### config.mk
export PLATFORM = sky130hd
export DESIGN_NAME = aes_key_expand_flat
export DESIGN_NICKNAME = d
export VERILOG_FILES = /design/src/rtl/aes_key_expand_if.sv /design/src/rtl/aes_key_expand.sv /design/src/flat_wrapper.sv
export SDC_FILE = /design/constraint.sdc
export NUM_CORES = 2
export LEC_CHECK = 0
export CAP_MARGIN = 20
export CORE_ASPECT_RATIO = 2
export CORE_MARGIN = 5
export CORE_UTILIZATION = 38
export CTS_CLUSTER_SIZE = 28
export DETAILED_ROUTE_END_ITERATION = 7
export GPL_TIMING_DRIVEN = 0
export PLACE_DENSITY = 0.65
export REMOVE_ABC_BUFFERS = 1
export SYNTH_ARGS = -nofsm -noshare
export SYNTH_HDL_FRONTEND = slang
export SYNTH_SLANG_ARGS = --single-unit
export TNS_END_PERCENT = 20
### constraint.sdc
create_clock -name clk -period 4.6 [get_ports clk]
set_clock_uncertainty 0.05 [all_clocks]
set_input_delay 0.92 -clock clk [delete_from_list [all_inputs] [get_ports clk]]
set_output_delay 0.92 -clock clk [all_outputs]
set_load 0.01 [all_outputs]
### src/rtl/aes_key_expand_if.sv
// Signal bundle for the AES-128 key expander: the control/status handshake,
// the round-key read port and the shared serial S-box request/response bus.
// slave = key expander side, master = controller / S-box / consumer side.
interface aes_key_expand_if;
    logic         start;
    logic [127:0] key_in;
    logic         busy;
    logic         done;
    logic         keys_ready;
    logic         sbox_req;
    logic [7:0]   sbox_addr;
    logic [7:0]   sbox_out;
    logic         sbox_valid;
    logic [3:0]   rk_idx;
    logic [127:0] rk_out;

    modport slave (
        input  start, key_in, sbox_out, sbox_valid, rk_idx,
        output busy, done, keys_ready, sbox_req, sbox_addr, rk_out
    );

    modport master (
        output start, key_in, sbox_out, sbox_valid, rk_idx,
        input  busy, done, keys_ready, sbox_req, sbox_addr, rk_out
    );
endinterface

### src/rtl/aes_key_expand.sv
// Sequential AES-128 key schedule. Expands key_in into rk[0..10] using the
// shared serial S-box for SubWord (one byte in flight at a time) and holds
// the round keys in a register file behind a combinational read mux.
module aes_key_expand #(
    parameter int unsigned NUM_ROUNDS = 10,
    parameter logic [7:0]  RCON_INIT  = 8'h01
) (
    input logic             clk,
    input logic             reset_n,
    aes_key_expand_if.slave bus
);
    localparam logic [3:0] LAST_ROUND = 4'(NUM_ROUNDS);

    typedef enum logic [1:0] {
        S_IDLE,
        S_REQ,
        S_WAIT,
        S_XOR
    } state_t;

    state_t       state_q, state_d;
    logic         busy_q, busy_d;
    logic         done_q, done_d;
    logic         keys_ready_q, keys_ready_d;
    logic         sbox_req_q, sbox_req_d;
    logic [7:0]   sbox_addr_q, sbox_addr_d;
    logic [7:0]   rcon_q, rcon_d;
    logic [1:0]   byte_q, byte_d;
    logic [3:0]   round_q, round_d;
    logic [31:0]  temp_q, temp_d;
    logic [31:0]  w_q [4];
    logic [31:0]  w_d [4];
    logic [127:0] rk_q [NUM_ROUNDS+1];
    logic [127:0] rk_d [NUM_ROUNDS+1];

    logic [31:0]  xor_t;
    logic [31:0]  nw0, nw1, nw2, nw3;

    // Byte j of RotWord(w), MSB first.
    function automatic logic [7:0] rot_byte(input logic [31:0] w, input logic [1:0] j);
        logic [31:0] r;
        r = {w[23:0], w[31:24]};
        case (j)
            2'd0:    return r[31:24];
            2'd1:    return r[23:16];
            2'd2:    return r[15:8];
            default: return r[7:0];
        endcase
    endfunction

    // Next working words of a round from the collected SubWord bytes.
    always_comb begin
        xor_t = temp_q ^ {rcon_q, 24'h0};
        nw0   = w_q[0] ^ xor_t;
        nw1   = w_q[1] ^ nw0;
        nw2   = w_q[2] ^ nw1;
        nw3   = w_q[3] ^ nw2;
    end

    // Next-state and next-output logic for the expansion FSM.
    always_comb begin
        state_d      = state_q;
        busy_d       = busy_q;
        done_d       = 1'b0;
        keys_ready_d = keys_ready_q;
        sbox_req_d   = 1'b0;
        sbox_addr_d  = sbox_addr_q;
        rcon_d       = rcon_q;
        byte_d       = byte_q;
        round_d      = round_q;
        temp_d       = temp_q;
        w_d          = w_q;
        rk_d         = rk_q;

        case (state_q)
            S_IDLE: begin
                if (bus.start) begin
                    rk_d[0]      = bus.key_in;
                    w_d[0]       = bus.key_in[127:96];
                    w_d[1]       = bus.key_in[95:64];
                    w_d[2]       = bus.key_in[63:32];
                    w_d[3]       = bus.key_in[31:0];
                    rcon_d       = RCON_INIT;
                    round_d      = 4'd1;
                    byte_d       = 2'd0;
                    busy_d       = 1'b1;
                    keys_ready_d = 1'b0;
                    state_d      = S_REQ;
                end
            end
            S_REQ: begin
                state_d = S_WAIT;
            end
            S_WAIT: begin
                if (bus.sbox_valid) begin
                    case (byte_q)
                        2'd0:    temp_d[31:24] = bus.sbox_out;
                        2'd1:    temp_d[23:16] = bus.sbox_out;
                        2'd2:    temp_d[15:8]  = bus.sbox_out;
                        default: temp_d[7:0]   = bus.sbox_out;
                    endcase
                    if (byte_q != 2'd3) begin
                        byte_d  = byte_q + 2'd1;
                        state_d = S_REQ;
                    end else begin
                        state_d = S_XOR;
                    end
                end
            end
            S_XOR: begin
                rk_d[round_q] = {nw0, nw1, nw2, nw3};
                w_d[0]        = nw0;
                w_d[1]        = nw1;
                w_d[2]        = nw2;
                w_d[3]        = nw3;
                rcon_d        = {rcon_q[6:0], 1'b0} ^ (rcon_q[7] ? 8'h1b : 8'h00);
                if (round_q < LAST_ROUND) begin
                    round_d = round_q + 4'd1;
                    byte_d  = 2'd0;
                    state_d = S_REQ;
                end else begin
                    done_d       = 1'b1;
                    busy_d       = 1'b0;
                    keys_ready_d = 1'b1;
                    state_d      = S_IDLE;
                end
            end
            default: begin
                state_d = S_IDLE;
            end
        endcase

        // Request is registered, so it is raised on the edge that enters REQ,
        // addressed from the word/byte that REQ will be working on.
        if (state_d == S_REQ) begin
            sbox_req_d  = 1'b1;
            sbox_addr_d = rot_byte(w_d[3], byte_d);
        end
    end

    // State and register-file update with asynchronous active-low reset.
    always_ff @(posedge clk or negedge reset_n) begin
        if (!reset_n) begin
            state_q      <= S_IDLE;
            busy_q       <= 1'b0;
            done_q       <= 1'b0;
            keys_ready_q <= 1'b0;
            sbox_req_q   <= 1'b0;
            sbox_addr_q  <= '0;
            rcon_q       <= RCON_INIT;
            byte_q       <= '0;
            round_q      <= '0;
            temp_q       <= '0;
            for (int unsigned i = 0; i < 4; i++) begin
                w_q[i] <= '0;
            end
            for (int unsigned i = 0; i <= NUM_ROUNDS; i++) begin
                rk_q[i] <= '0;
            end
        end else begin
            state_q      <= state_d;
            busy_q       <= busy_d;
            done_q       <= done_d;
            keys_ready_q <= keys_ready_d;
            sbox_req_q   <= sbox_req_d;
            sbox_addr_q  <= sbox_addr_d;
            rcon_q       <= rcon_d;
            byte_q       <= byte_d;
            round_q      <= round_d;
            temp_q       <= temp_d;
            w_q          <= w_d;
            rk_q         <= rk_d;
        end
    end

    assign bus.busy       = busy_q;
    assign bus.done       = done_q;
    assign bus.keys_ready = keys_ready_q;
    assign bus.sbox_req   = sbox_req_q;
    assign bus.sbox_addr  = sbox_addr_q;

    // Round-key read mux; out-of-range selects read as zero.
    always_comb begin
        bus.rk_out = '0;
        if (bus.rk_idx <= LAST_ROUND) begin
            bus.rk_out = rk_q[bus.rk_idx];
        end
    end
endmodule

### src/flat_wrapper.sv
// flat-port wrapper written by rule: the top's interface ports become plain ports
module aes_key_expand_flat 
#(
    parameter int unsigned NUM_ROUNDS = 10,
    parameter logic [7:0]  RCON_INIT  = 8'h01
)
  (clk, reset_n, bus_start, bus_key_in, bus_sbox_out, bus_sbox_valid, bus_rk_idx, bus_busy, bus_done, bus_keys_ready, bus_sbox_req, bus_sbox_addr, bus_rk_out);
  aes_key_expand_if bus_i ();
  input logic clk;
  input logic reset_n;
  input wire logic [$bits(bus_i.start)-1:0] bus_start;
  input wire logic [$bits(bus_i.key_in)-1:0] bus_key_in;
  input wire logic [$bits(bus_i.sbox_out)-1:0] bus_sbox_out;
  input wire logic [$bits(bus_i.sbox_valid)-1:0] bus_sbox_valid;
  input wire logic [$bits(bus_i.rk_idx)-1:0] bus_rk_idx;
  output wire logic [$bits(bus_i.busy)-1:0] bus_busy;
  output wire logic [$bits(bus_i.done)-1:0] bus_done;
  output wire logic [$bits(bus_i.keys_ready)-1:0] bus_keys_ready;
  output wire logic [$bits(bus_i.sbox_req)-1:0] bus_sbox_req;
  output wire logic [$bits(bus_i.sbox_addr)-1:0] bus_sbox_addr;
  output wire logic [$bits(bus_i.rk_out)-1:0] bus_rk_out;
  assign bus_i.start = bus_start;
  assign bus_i.key_in = bus_key_in;
  assign bus_i.sbox_out = bus_sbox_out;
  assign bus_i.sbox_valid = bus_sbox_valid;
  assign bus_i.rk_idx = bus_rk_idx;
  assign bus_busy = bus_i.busy;
  assign bus_done = bus_i.done;
  assign bus_keys_ready = bus_i.keys_ready;
  assign bus_sbox_req = bus_i.sbox_req;
  assign bus_sbox_addr = bus_i.sbox_addr;
  assign bus_rk_out = bus_i.rk_out;
  aes_key_expand #(.NUM_ROUNDS(NUM_ROUNDS), .RCON_INIT(RCON_INIT)) u_core (.clk(clk), .reset_n(reset_n), .bus(bus_i));
endmodule
==> results by group <==
Synthesis
  – Cell taking the most area after synthesis: dfrtp_1
  – Synth async-reset ratio: 100%
  – Count leader, synth: dfrtp_1
  – Synth area leaders: dfrtp_1 (55%), o21ai_0 (10%), mux4_2 (7.9%), nand2_1 (7.5%), mux2i_1 (3.6%)
  – Number of synthesized register bits: 1596
  – Synthesized area per cell: just over 10 um2
  – Mapped Area: 72900 um2
  – Yosys cell types: 55
  – Post-synth top cells: dfrtp_1 (1595), o21ai_0 (1483), nand2_1 (1463), clkbuf_1 (584), a21oi_1 (399)
  – Mapped Cells: ~7k
  – Yosys warns: 0
  – Post-synth EDFFs: 0
  – Post-synth top area share: around 55%
  – Synth Flop Type: dfrtp_1
  – Sequential fraction of the synthesis area: a little over half

Die
  – Die H: 629 um
  – Die width: 320 um
  – Core ar.: about 190000 um2
  – FP Rows: between 200 and 250
  – Initial core utilization: between 30% and 40%
  – Die area: between 200000 and 250000 um2
  – I/O Pins: ~280

Drt
  – Wire per inst: roughly 25 um
  – Vias: 55.4k
  – DR pass1 iterations: 6
  – WL final: roughly 240 mm
  – DRT antenna net count: 0
  – Iter 0 DRT Violations: 5089
  – DRC Markers: 0
  – Via/cell ratio: 5.68

Global route
  – Gr usage total: 23.2%
  – Largest net degree at the start of global routing: approximately 190
  – Vias in the first global route: 55.8k
  – First-pass GRT wire length: 358 mm
  – Initial antenna violation count: 27
  – Grt total ovfl: 0

Timing
  – Period utilisation layout: between 90% and 100%
  – Final setup fails: 0
  – Worst hold slack: roughly 0.04 ns
  – Slew Limit Headroom: between 10% and 20%
  – F_max: approximately 0.22 GHz
  – RSZ-0062 raised after global routing: yes
  – Slew Viols, Final: 0
  – Fin crit period: 4.59 ns
  – Worst-Margin Slew: about 1.2 ns
  – Final Hold Viols: 0

Setup path
  – Reg-to-reg setup timing slack: 0.17 ns
  – Reg-to-Reg Start: u_core.state_q[0]$_DFF_PN0_
  – Setup crit start kind: primary input
  – Kind of critical path: primary input to primary output
  – Critical path data arrival time: 3.62 ns
  – Reg2Reg Depth: 8
  – Critical Path RT: approximately 3.6 ns
  – Worst Setup End Kind: primary output
  – RR Endpoint: u_core.bus.sbox_addr[2]$_DFFE_PN0P_
  – Crit path max fanout: 43
  – CP Launch Point: bus_rk_idx[2]

Place
  – I/O Buffers: about 280
  – Placed inst area: slightly below 80000 um2
  – RePlAce Congestion: between 0.7 and 0.8
  – HPWL Detailed: 143 mm
  – Cells after DPL: 9436

Pwr
  – Leakage power: around 37 nW
  – VDD IR max: 0.629 mV
  – Final Total Pwr: 59.0 mW
  – Cell area power density: ~690 nW/um2

Clock tree
  – CTS H-tree depth: 4
  – CTS Buf Count: 160
  – Max clock buf depth: 4
  – CTS clk-pin slew, worst paths: about 0.060 ns
  – Sink Count: roughly 1.6k
  – CTS tree: done
  – CTS root buffer: clkbuf_16
  – Worst-Skew Late Latency: around 0.8 ns

Layout
  – Final Non-Filler Cells: 9750
  – Share of layout cells above drive strength 1: 10.3%
  – Area grow syn2layout: 17.0%
  – Post-route cell area: 85300 um2
  – Nets: ~7.3k

Outcome
  – Status: complete, no violations

Hold path
  – Worst min-delay path class: primary input to async pin

Flow run
  – Max-cap viol count: 0
[through the flow]
step	setup TNS [ns]	utilization, %	setup slack [ns]
final	0	44.6	0.0143
after global routing	-0.00946	44.6	-0.00946
after CTS	-0.205	44.5	-0.0860
after detailed placement	-269.47	41.5	-1.39
after global placement	-	39.9	-87.11
after floorplan	-7644.37	-	-5.07
[worst max-delay path, cell delays in order]
cell and delay (ns):
buf_12 0.19, buf_16 0.25, nand3b_1 0.40, buf_4 0.23, buf_8 0.16, buf_12 0.18, buf_8 0.17, o22ai_1 0.30
clkdlybuf4s50_1 0.60
[sequential cells by signal (all words and copies together), names as in the netlist]
signal / cells
u_core.rk_q: 1408
u_core.w_q: 128
u_core.temp_q: 32
u_core.bus.sbox_addr: 8
u_core.rcon_q: 8
u_core.round_q: 4
u_core.byte_q: 2
u_core.state_q: 2
u_core.bus.busy: 1
u_core.bus.done: 1
u_core.bus.keys_ready: 1
u_core.bus.sbox_req: 1
[what timing repair did]
| action | 4_1_cts | 5_1_grt |
|---|---|---|
| pin swaps | 1 | 1 |
| endpoints found under the setup margin | 130 | 59 |
| hold endpoints to repair | 68 | 0 |
| hold buffers | 1 | 0 |
| resized for setup | 40 | 7 |
| setup buffers | 5 | 3 |
| gates cloned | 11 | 3 |
[worst max path at each step]
| stage | to | depth (start not counted) |
|---|---|---|
| floorplan | u_core.rk_q[288]$_DFFE_PN0P_ | 3 |
| global placement | bus_rk_out[43] | 5 |
| detailed placement | bus_rk_out[21] | 11 |
| CTS | u_core.bus.sbox_addr[4]$_DFFE_PN0P_ | 9 |
| global route | bus_rk_out[20] | 11 |
| finish | bus_rk_out[20] | 9 |
[power breakdown]
group          internal (mW)  switching [mW]
clock network           7.76            5.62
registers               18.8            2.78
logic                   8.25            15.8
total                   34.8            24.1
[cell type report]
class	count	area [um2]
multi-input combinational	4830	30400
fill	17700	106000
clock buffer	238	4760
antenna	15	37.5
clock inverter	33	492
inverter	95	364
sequential	1596	39900
timing repair buffer	424	6180
tap	2519	3150
[cells in the final DEF, fill, tap and decap left out, types with 15 or more instances in the layout]
cell,n
o22ai_2,18
xnor3_1,19
mux2i_1,265
o2bb2ai_1,15
o21ai_0,1483
clkdlybuf4s50_1,268
buf_16,82
inv_1,94
dfrtp_1,1595
and3_1,17
a211o_1,25
buf_4,17
xor2_1,39
nand2_1,1462
a21oi_1,398
nor3_1,62
clkbuf_1,33
mux2_2,32
clkbuf_8,44
nor2_1,322
buf_12,23
xnor2_1,55
o21a_1,27
clkbuf_16,164
o22ai_1,150
a221oi_1,15
mux4_2,256
diode_2,15
[cells by family (layout without fill, tap and decap cells)]
family / count (synthesis) / after routing / synth area share (%)
AOI/OAI and AO/OA: 2214 / 2214 / 16.2
xor gates and xnor gates: 139 / 139 / 2.51
adders and majority gates: 8 / 8 / 0.137
buffers and inverters: 783 / 790 / 4.12
DFF: 1596 / 1596 / 54.8
muxes: 553 / 553 / 12.0
other: 0 / 15 / 0
and+or+nand+nor: 1916 / 1916 / 10.2
[layer usage]
layer / vias up / GRT usage (%) / part of all wire [%]
li1: 24800 / - / -
met1: 28000 / 29.8 / 40
met2: 2063 / 39.5 / 49
met3: 487 / 3.90 / 7.0
met4: 12 / 8.55 / 4.0
met5: - / 0 / 0.034
(Power assumes the default switching activity.)
